### config.mk
export PLATFORM = sky130hd
export DESIGN_NAME = fpu_hazard_scoreboard
export DESIGN_NICKNAME = d
export VERILOG_FILES = /design/src/rtl/fpu_hazard_scoreboard.sv
export SDC_FILE = /design/constraint.sdc
export NUM_CORES = 1
export LEC_CHECK = 0
export BUFFER_PORTS_ARGS = -buffer_cell sky130_fd_sc_hd__clkbuf_2
export CORE_UTILIZATION = 45
export DETAILED_ROUTE_END_ITERATION = 8
export PLACE_DENSITY = 0.74
export SKIP_LAST_GASP = 1
export SYNTH_ARGS = -nofsm -noshare
export SYNTH_HDL_FRONTEND = slang
export SYNTH_SLANG_ARGS = --single-unit
### constraint.sdc
create_clock -name clk -period 2.79 [get_ports clk]
set_clock_uncertainty 0.2 [all_clocks]
set_input_delay 0.4185 -clock clk [delete_from_list [all_inputs] [get_ports clk]]
set_output_delay 0.4185 -clock clk [all_outputs]
set_load 0.01 [all_outputs]
### src/rtl/fpu_hazard_scoreboard.sv
// -----------------------------------------------------------------------------
// fpu_hazard_scoreboard
//
// Hazard scoreboard for the FP side of the pipelined integer/FP CPU. Every FP
// register write in flight is tracked in a shift-register scoreboard that
// mirrors the NSTAGE-deep FP execution pipe (E1..E_NSTAGE). A single iterative
// div/sqrt unit is tracked by a down-counter, and its result is injected into
// the last scoreboard stage on the cycle it writes back.
//
// From the ID-stage operand/destination fields and that scoreboard the block
// derives the FP stall, the E_NSTAGE forward selects and the FP write-back
// enable/destination.
//
// Parameters
//   NSTAGE     FP execution pipe depth, 2..8
//   NREG       FP register count (register numbers are clog2(NREG) bits)
//   DIV_CYCLES div/sqrt issue-to-write-back latency, must be >= NSTAGE
//
// Ports
//   clk         system clock, rising edge
//   clrn        asynchronous active-low reset
//   id_valid    ID holds a real instruction (0 for a bubble)
//   id_fp       ID instruction is FP arithmetic
//   id_divsqrt  ID instruction is div or sqrt (implies id_fp)
//   id_use_fs   instruction reads fs
//   id_use_ft   instruction reads ft
//   id_fs       fs register number
//   id_ft       ft register number
//   id_fd       fd (destination) register number
//   id_cancel   exception cancel; the ID instruction must not enter the pipe
//   stall       combinational; holds PC/IR and gates the FP issue
//   fwd_a       combinational; operand a takes the E_NSTAGE result
//   fwd_b       combinational; operand b takes the E_NSTAGE result
//   wb_we       registered; FP register-file write enable
//   wb_rn       registered; FP register-file write destination
//   div_busy    registered; iterative div/sqrt unit occupied
//   issue       combinational; the ID FP instruction is accepted this cycle
// -----------------------------------------------------------------------------
module fpu_hazard_scoreboard #(
  parameter int  NSTAGE     = 3,
  parameter int  NREG       = 32,
  parameter int  DIV_CYCLES = 12,
  localparam int AW         = $clog2(NREG)
) (
  input  logic          clk,
  input  logic          clrn,
  input  logic          id_valid,
  input  logic          id_fp,
  input  logic          id_divsqrt,
  input  logic          id_use_fs,
  input  logic          id_use_ft,
  input  logic [AW-1:0] id_fs,
  input  logic [AW-1:0] id_ft,
  input  logic [AW-1:0] id_fd,
  input  logic          id_cancel,
  output logic          stall,
  output logic          fwd_a,
  output logic          fwd_b,
  output logic          wb_we,
  output logic [AW-1:0] wb_rn,
  output logic          div_busy,
  output logic          issue
);

  // Counter wide enough to hold DIV_CYCLES-1.
  localparam int            CW       = (DIV_CYCLES > 2) ? $clog2(DIV_CYCLES) : 1;
  localparam logic [CW-1:0] CNT_ONE  = CW'(1);
  localparam logic [CW-1:0] CNT_LOAD = CW'(DIV_CYCLES - 1);

  // Scoreboard: stage k holds the destination of the op currently in Ek.
  logic [NSTAGE:1] v;
  logic [AW-1:0]   r [1:NSTAGE];

  // Iterative div/sqrt tracking.
  logic [CW-1:0]   cnt;
  logic [AW-1:0]   div_rn;

  // Per-stage operand matches against the ID instruction.
  logic [NSTAGE:1] hit_fs;
  logic [NSTAGE:1] hit_ft;
  logic            raw_stall;
  logic            div_stall;

  // ---------------------------------------------------------------------------
  // Hazard detection, stall, forwarding and issue
  // ---------------------------------------------------------------------------
  // NOTE: every signal driven here gets a default at the top of the block, so
  // no path can leave one unassigned and infer a latch.
  always_comb begin
    hit_fs    = '0;
    hit_ft    = '0;
    raw_stall = 1'b0;
    div_stall = 1'b0;
    stall     = 1'b0;
    fwd_a     = 1'b0;
    fwd_b     = 1'b0;
    issue     = 1'b0;

    for (int k = 1; k <= NSTAGE; k++) begin
      hit_fs[k] = id_valid & id_use_fs & v[k] & (r[k] == id_fs);
      hit_ft[k] = id_valid & id_use_ft & v[k] & (r[k] == id_ft);
    end

    // A producer in E1..E_NSTAGE-1 has no result yet; only E_NSTAGE forwards.
    raw_stall = (|hit_fs[NSTAGE-1:1]) | (|hit_ft[NSTAGE-1:1]);

    // While the divider runs, no FP op may issue (that keeps its write-back
    // slot in E_NSTAGE free), and nothing may read its pending destination.
    div_stall = div_busy & id_valid &
                (id_fp |
                 (id_use_ft & (id_ft == div_rn)) |
                 (id_use_fs & (id_fs == div_rn)));

    stall = raw_stall | div_stall;

    fwd_a = hit_fs[NSTAGE] & ~stall;
    fwd_b = hit_ft[NSTAGE] & ~stall;

    // Cancel only blocks entry into the pipe; it does not change stall.
    issue = id_valid & id_fp & ~stall & ~id_cancel;
  end

  // ---------------------------------------------------------------------------
  // Scoreboard shift register and div/sqrt counter
  // ---------------------------------------------------------------------------
  // NOTE: the destination fields are cleared on reset along with the valid
  // bits, because wb_rn is read straight out of the last stage and must read 0
  // after reset.
  always_ff @(posedge clk or negedge clrn) begin
    if (!clrn) begin
      v        <= '0;
      for (int k = 1; k <= NSTAGE; k++) begin
        r[k] <= '0;
      end
      cnt      <= '0;
      div_rn   <= '0;
      div_busy <= 1'b0;
    end else begin
      // NOTE: state uses non-blocking assignments so every stage samples the
      // pre-edge value of its neighbour and the shift does not ripple.
      v[1] <= issue & ~id_divsqrt;
      if (issue & ~id_divsqrt) begin
        r[1] <= id_fd;
      end
      for (int k = 2; k <= NSTAGE; k++) begin
        v[k] <= v[k-1];
        r[k] <= r[k-1];
      end

      if (issue & id_divsqrt) begin
        cnt      <= CNT_LOAD;
        div_rn   <= id_fd;
        div_busy <= 1'b1;
      end else if (cnt > CNT_ONE) begin
        cnt <= cnt - CNT_ONE;
      end else if (cnt == CNT_ONE) begin
        // Inject the div result into E_NSTAGE. This later assignment wins
        // over the shift above; the shifted-in entry is always empty here
        // because nothing issued while the divider was busy.
        v[NSTAGE] <= 1'b1;
        r[NSTAGE] <= div_rn;
        cnt       <= '0;
        div_busy  <= 1'b0;
      end
    end
  end

  assign wb_we = v[NSTAGE];
  assign wb_rn = r[NSTAGE];

endmodule

Word level (Yosys, flattened, before mapping). Index checks and enable logic that the tools add are counted.

Bitwise operators: 32. Add/subtract/negate cells: 1. Multiplexer cells: 12. Magnitude comparators: 1. Eq/ne operators: 10. Reduce and logical (&&, ||, !) cells: 5.

Operators with widths (count): == test 5 bit (8); bitwise AND 1 bit (25); 2-to-1 mux 5 bit (3); 2-to-1 mux 4 bit (3); 2-to-1 mux 1 bit (6); == test 4 x 1 -> 1 bit (second input constant) (1); > comparator 4 x 1 -> 1 bit (second input constant) (1); bitwise OR 1 bit (4); OR reduction 2 bit (2); subtractor 4 x 1 -> 4 bit (second input constant) (1); NOT 1 bit (3); nonzero test 3 bit (1); inequality test 2 bit (second input constant) (1); AND reduction 2 bit (1); nonzero test 2 bit (1).

Input port bits: 23. Output and inout port bits: 11. Register bits after elaboration: 28.

Depth between registers and ports, before layout.
Word-level depth: 12. Mapped depth: 6. Mapped depth without buffers: 6.

Worst setup path before layout. No wires, ideal clock.

Kind: input port to output port. Start point: input id_fs[4]. End point: output fwd_a. Data required time: 2.172 ns. Path buffers: 0. Setup slack: 0.315 ns. Data arrival time: 1.856 ns. Stages on the path: 6. Path through: xor2_1 nor4_1 nand4_1 nand4_2 or3_1 nor4_1.

Longest elaborated chain between the ends: 7. Elaborated cells on any way between the ends: 15. Those cells by class: eq/ne: 4; bitwise: 10; reduce/logical: 1.

Ends and longest elaborated chain: start: declaration (RTL line 52) `input logic [AW-1:0] id_fs,`; == test 5 bit, on equally long branches (RTL line 100, 112); bitwise AND 1 bit, on equally long branches (RTL line 100, 112); OR reduction 2 bit / bitwise OR 1 bit (equally long branches) (RTL line 105, 111); bitwise OR 1 bit / bitwise AND 1 bit (equally long branches) (RTL line 105, 109); bitwise OR 1 bit (*) (RTL line 114) `stall = raw_stall | div_stall;`; named net stall (RTL line 56) `output logic stall,`; NOT 1 bit (*) (RTL line 116) `fwd_a = hit_fs[NSTAGE] & ~stall;`; bitwise AND 1 bit (*) (RTL line 116); end: declaration (RTL line 57) `output logic fwd_a,`.

The timed path passes the listed nets; every way through them passes the cells marked *.

Worst setup path after layout.
Start point: register r[12] (netlist bit). End point: output fwd_a.

Longest elaborated chain between the ends: 7. Elaborated cells on any way between the ends: 10. Those cells by class: eq/ne: 2; bitwise: 6; reduce/logical: 2.

Ends and longest elaborated chain: start: declaration (RTL line 72) `logic [AW-1:0] r [1:NSTAGE];`; start signal: indexed assignment (RTL line 147) `r[k] <= r[k-1];`; start signal: indexed assignment (RTL line 161) `r[NSTAGE] <= div_rn;`; == test 5 bit, on equally long branches (RTL line 100, 101); bitwise AND 1 bit, on equally long branches (RTL line 100, 101); OR reduction 2 bit (RTL line 105) `raw_stall = (|hit_fs[NSTAGE-1:1]) | (|hit_ft[NSTAGE-1:1]);`; bitwise OR 1 bit (*) (RTL line 105); bitwise OR 1 bit (*) (RTL line 114); NOT 1 bit (*) (RTL line 116); bitwise AND 1 bit (*) (RTL line 116).

Every way passes the cells marked *; elsewhere a longest branch is shown, timed or not.

==> reports/metrics.yaml <==
run_status:
  status: "completed"
cts:
  clk_path_buf_depth: 2
  cts_tree: "done"
  cts_made_buffers: 3
  cts_num_sinks: 28
  clk_pin_slew_ps: 140
  clk_latency_ps: 330
  ctsRootBufferMaster: "clkbuf_4"
  htreeDepth: 1
critical_path:
  crit_type: "flip-flop to output port"
  crit_chain: "xor2_1, nor4_1, and4_1, or3_4, nor4_4, buf_2"
  endpoint_kind: "output port"
  slowest_delay_ps: 430
  required_ps: 2170
  crit_slowest_cell: "dfrtp_1"
  crit_arrival_ps: 2060
  start_kind: "flip-flop"
  cp_max_fo: 4
die:
  dieArea_mm2: 0.003862
  placementRows: 21
  fp.dieH_um: 62.15
  core_area_mm2: 0.003390
  ioPinCount: 34
  dieWidth_um: 62.15
  initial_core_util: 0.4803
place:
  port_buffers: 33
  placed_cells: 218
  gp_congestion: 0.8679
  hpwl_um: 2625
  post-place-ws_ps: 241.1
layout:
  area_growth_pct: 16.60
  antenna-diode-count: 0
  final_nets: 206
  stdcell_count: 225
  final_layout_size_suffix_gt1_frac: 0.3687
timing:
  hold_violations: 0
  max_slew_margin: 0.5369
  drv_slew: 0
  timing.fmax_ghz: 0.3734
  worstMarginPinSlew_ps: 694.7
  rsz0062_at_grt: "true"
  setup_viol: 0
  min_period_over_period: 0.9599
  fin_crit_ps: 2678
  setup_slack_ps: 112.0
synthesis:
  synth_area_mm2: 0.001628
  synth_largest_area_cell: "dfrtp_1"
  yosysUniqueCellTypes: 31
  ys_seq_elements: 28
  synth_seq_area_share: 0.4304
  netlist.area_leader.share: 0.4304
  synthFlopType: "dfrtp_1"
  synth_edf_count: 0
  async_flop_share: 1.000
  synth_area_leaders: "dfrtp_1 (43%), xor2_1 (13%), mux2_2 (10%), xnor2_1 (8.6%), nor4_1 (3.1%)"
  syn_avg_cell_area_um2: 11.38
  syn_nets: 168
  ys_warn_count: 0
  syn_inst: 143
routing:
  postRouteAntennaNets: 0
  drc_errors: 0
  drt_iter0_markers: 35
  drt_pass1_iterations: 4
  vias_per_cell: 5.231
  totalWireLength_um: 3276
  vias: 1177
  wl_per_cell_um: 14.56
worst_hold_path:
  min_path_type: "primary input to flip-flop"
pwr:
  power_uw: 1520
  vdd_ir_drop_max_v: 0.0003760
  leakagePower_uw: 0.0008520
  powerDensity_mw_per_mm2: 801.1
global_route:
  first_global_vias: 1201
  grt_usage: 0.1830
  grt_max_degree: 29
  antenna_found_initial: 0
  grt_pass1_wl_um: 5513
  grt_overflow_total: 0
flow_run:
  drv_cap: 0
[sequential cells by signal (all words and copies together) (netlist names)]
name	count
r	10
div_rn	5
wb_rn	5
cnt	4
v	3
div_busy	1
[where the power goes]
| part | total [uW] | switching [uW] | internal [uW] |
|---|---|---|---|
| Combinational | 649 | 296 | 353 |
| Clock | 166 | 115 | 50.8 |
| Sequential | 706 | 160 | 545 |
[cell usage in the layout (no fill, tap or decap), drive strengths merged, types with 2 or more instances in the layout]
cell type,n
or3,2
nor4,8
nand3b,2
buf,5
nor2,5
ha,2
o22ai,2
or4,2
nand2b,2
inv,4
and2,2
dfrtp,28
xor2,24
xnor2,16
mux2,15
nand4,7
clkbuf,35
nand3,4
nand2,2
or2,2
[cell families after synthesis]
family                     count (synthesis)  synth area share
xor gates and xnor gates                  40            0.2152
adders and majority gates                  2           0.01537
buffers and inverters                      9           0.03228
AOI/OAI and AO/OA                          9           0.04381
muxes                                     15            0.1038
DFF                                       28            0.4304
and+or+nand+nor                           40            0.1591
[synth_stat cells (3+ instances only)]
| master | count |
|---|---|
| dfrtp_1 | 28 |
| xor2_1 | 24 |
| xnor2_1 | 16 |
| mux2_2 | 15 |
| nor4_1 | 8 |
| nand4_1 | 6 |
| buf_4 | 5 |
| inv_1 | 4 |
| nand3_1 | 4 |
| nor2_1 | 3 |
[cell type report]
cell class                 instances  area (um2)
fill                             281        1491
multi-input combinational        106       894.6
sequential                        28       703.2
timing repair buffer              38       205.2
tap                               46       57.56
clock buffer                       3       22.52
inverter                           4       15.01
[routing by layer]
layer / GRT usage / vias to the layer above / share of wire
met5: 0 / - / 0
met2: 0.2940 / 39 / 0.46
met4: 0.06977 / 0 / 0.015
met3: 0.01838 / 6 / 0.047
met1: 0.2550 / 558 / 0.48
li1: - / 574 / -
[metrics by stage]
step	utilization	cell area [um2]	TNS, ps	hold WS, ps
after floorplan	-	1628	0	-77.09
final	0.5600	1898	0	124.2
after global routing	0.5600	1898	-11.18	114.5
after detailed placement	0.5371	1821	0	193.9
after global placement	0.5371	1821	0	191.3
after CTS	0.5467	1853	0	116.3
[timing repair]
action / 4_1_cts / 5_1_grt
hold endpoints to repair: 28 / 0
hold buffers: 1 / 0
setup buffers: 0 / 3
gates resized for setup: 0 / 6
setup endpoints to repair: 0 / 2
[worst max-delay path, delay by kind of cell (launching register included)]
family        cells  cell delay, ps
xor+xnor          1             200
flops             1             430
buf+inv           1             160
simple gates      4             950
[path summary, 6_finish.rpt]
check	to	cells past startpoint	startpoint	slack, ps
worst max-delay path	fwd_a	6	r[12]$_DFFE_PN0P_	110
worst min-delay path	div_rn[3]$_DFFE_PN0P_	2	id_fd[3]	120
worst max register to register	div_rn[2]$_DFFE_PN0P_	6	div_rn[1]$_DFFE_PN0P_	420
worst min register to register	v[2]$_DFF_PN0_	0	v[1]$_DFF_PN0_	230
max in group asynchronous	div_rn[3]$_DFFE_PN0P_	2	clrn	1470
min in group asynchronous	r[14]$_DFFE_PN0P_	2	clrn	440
No activity file was read; power rests on OpenSTA's default activity.
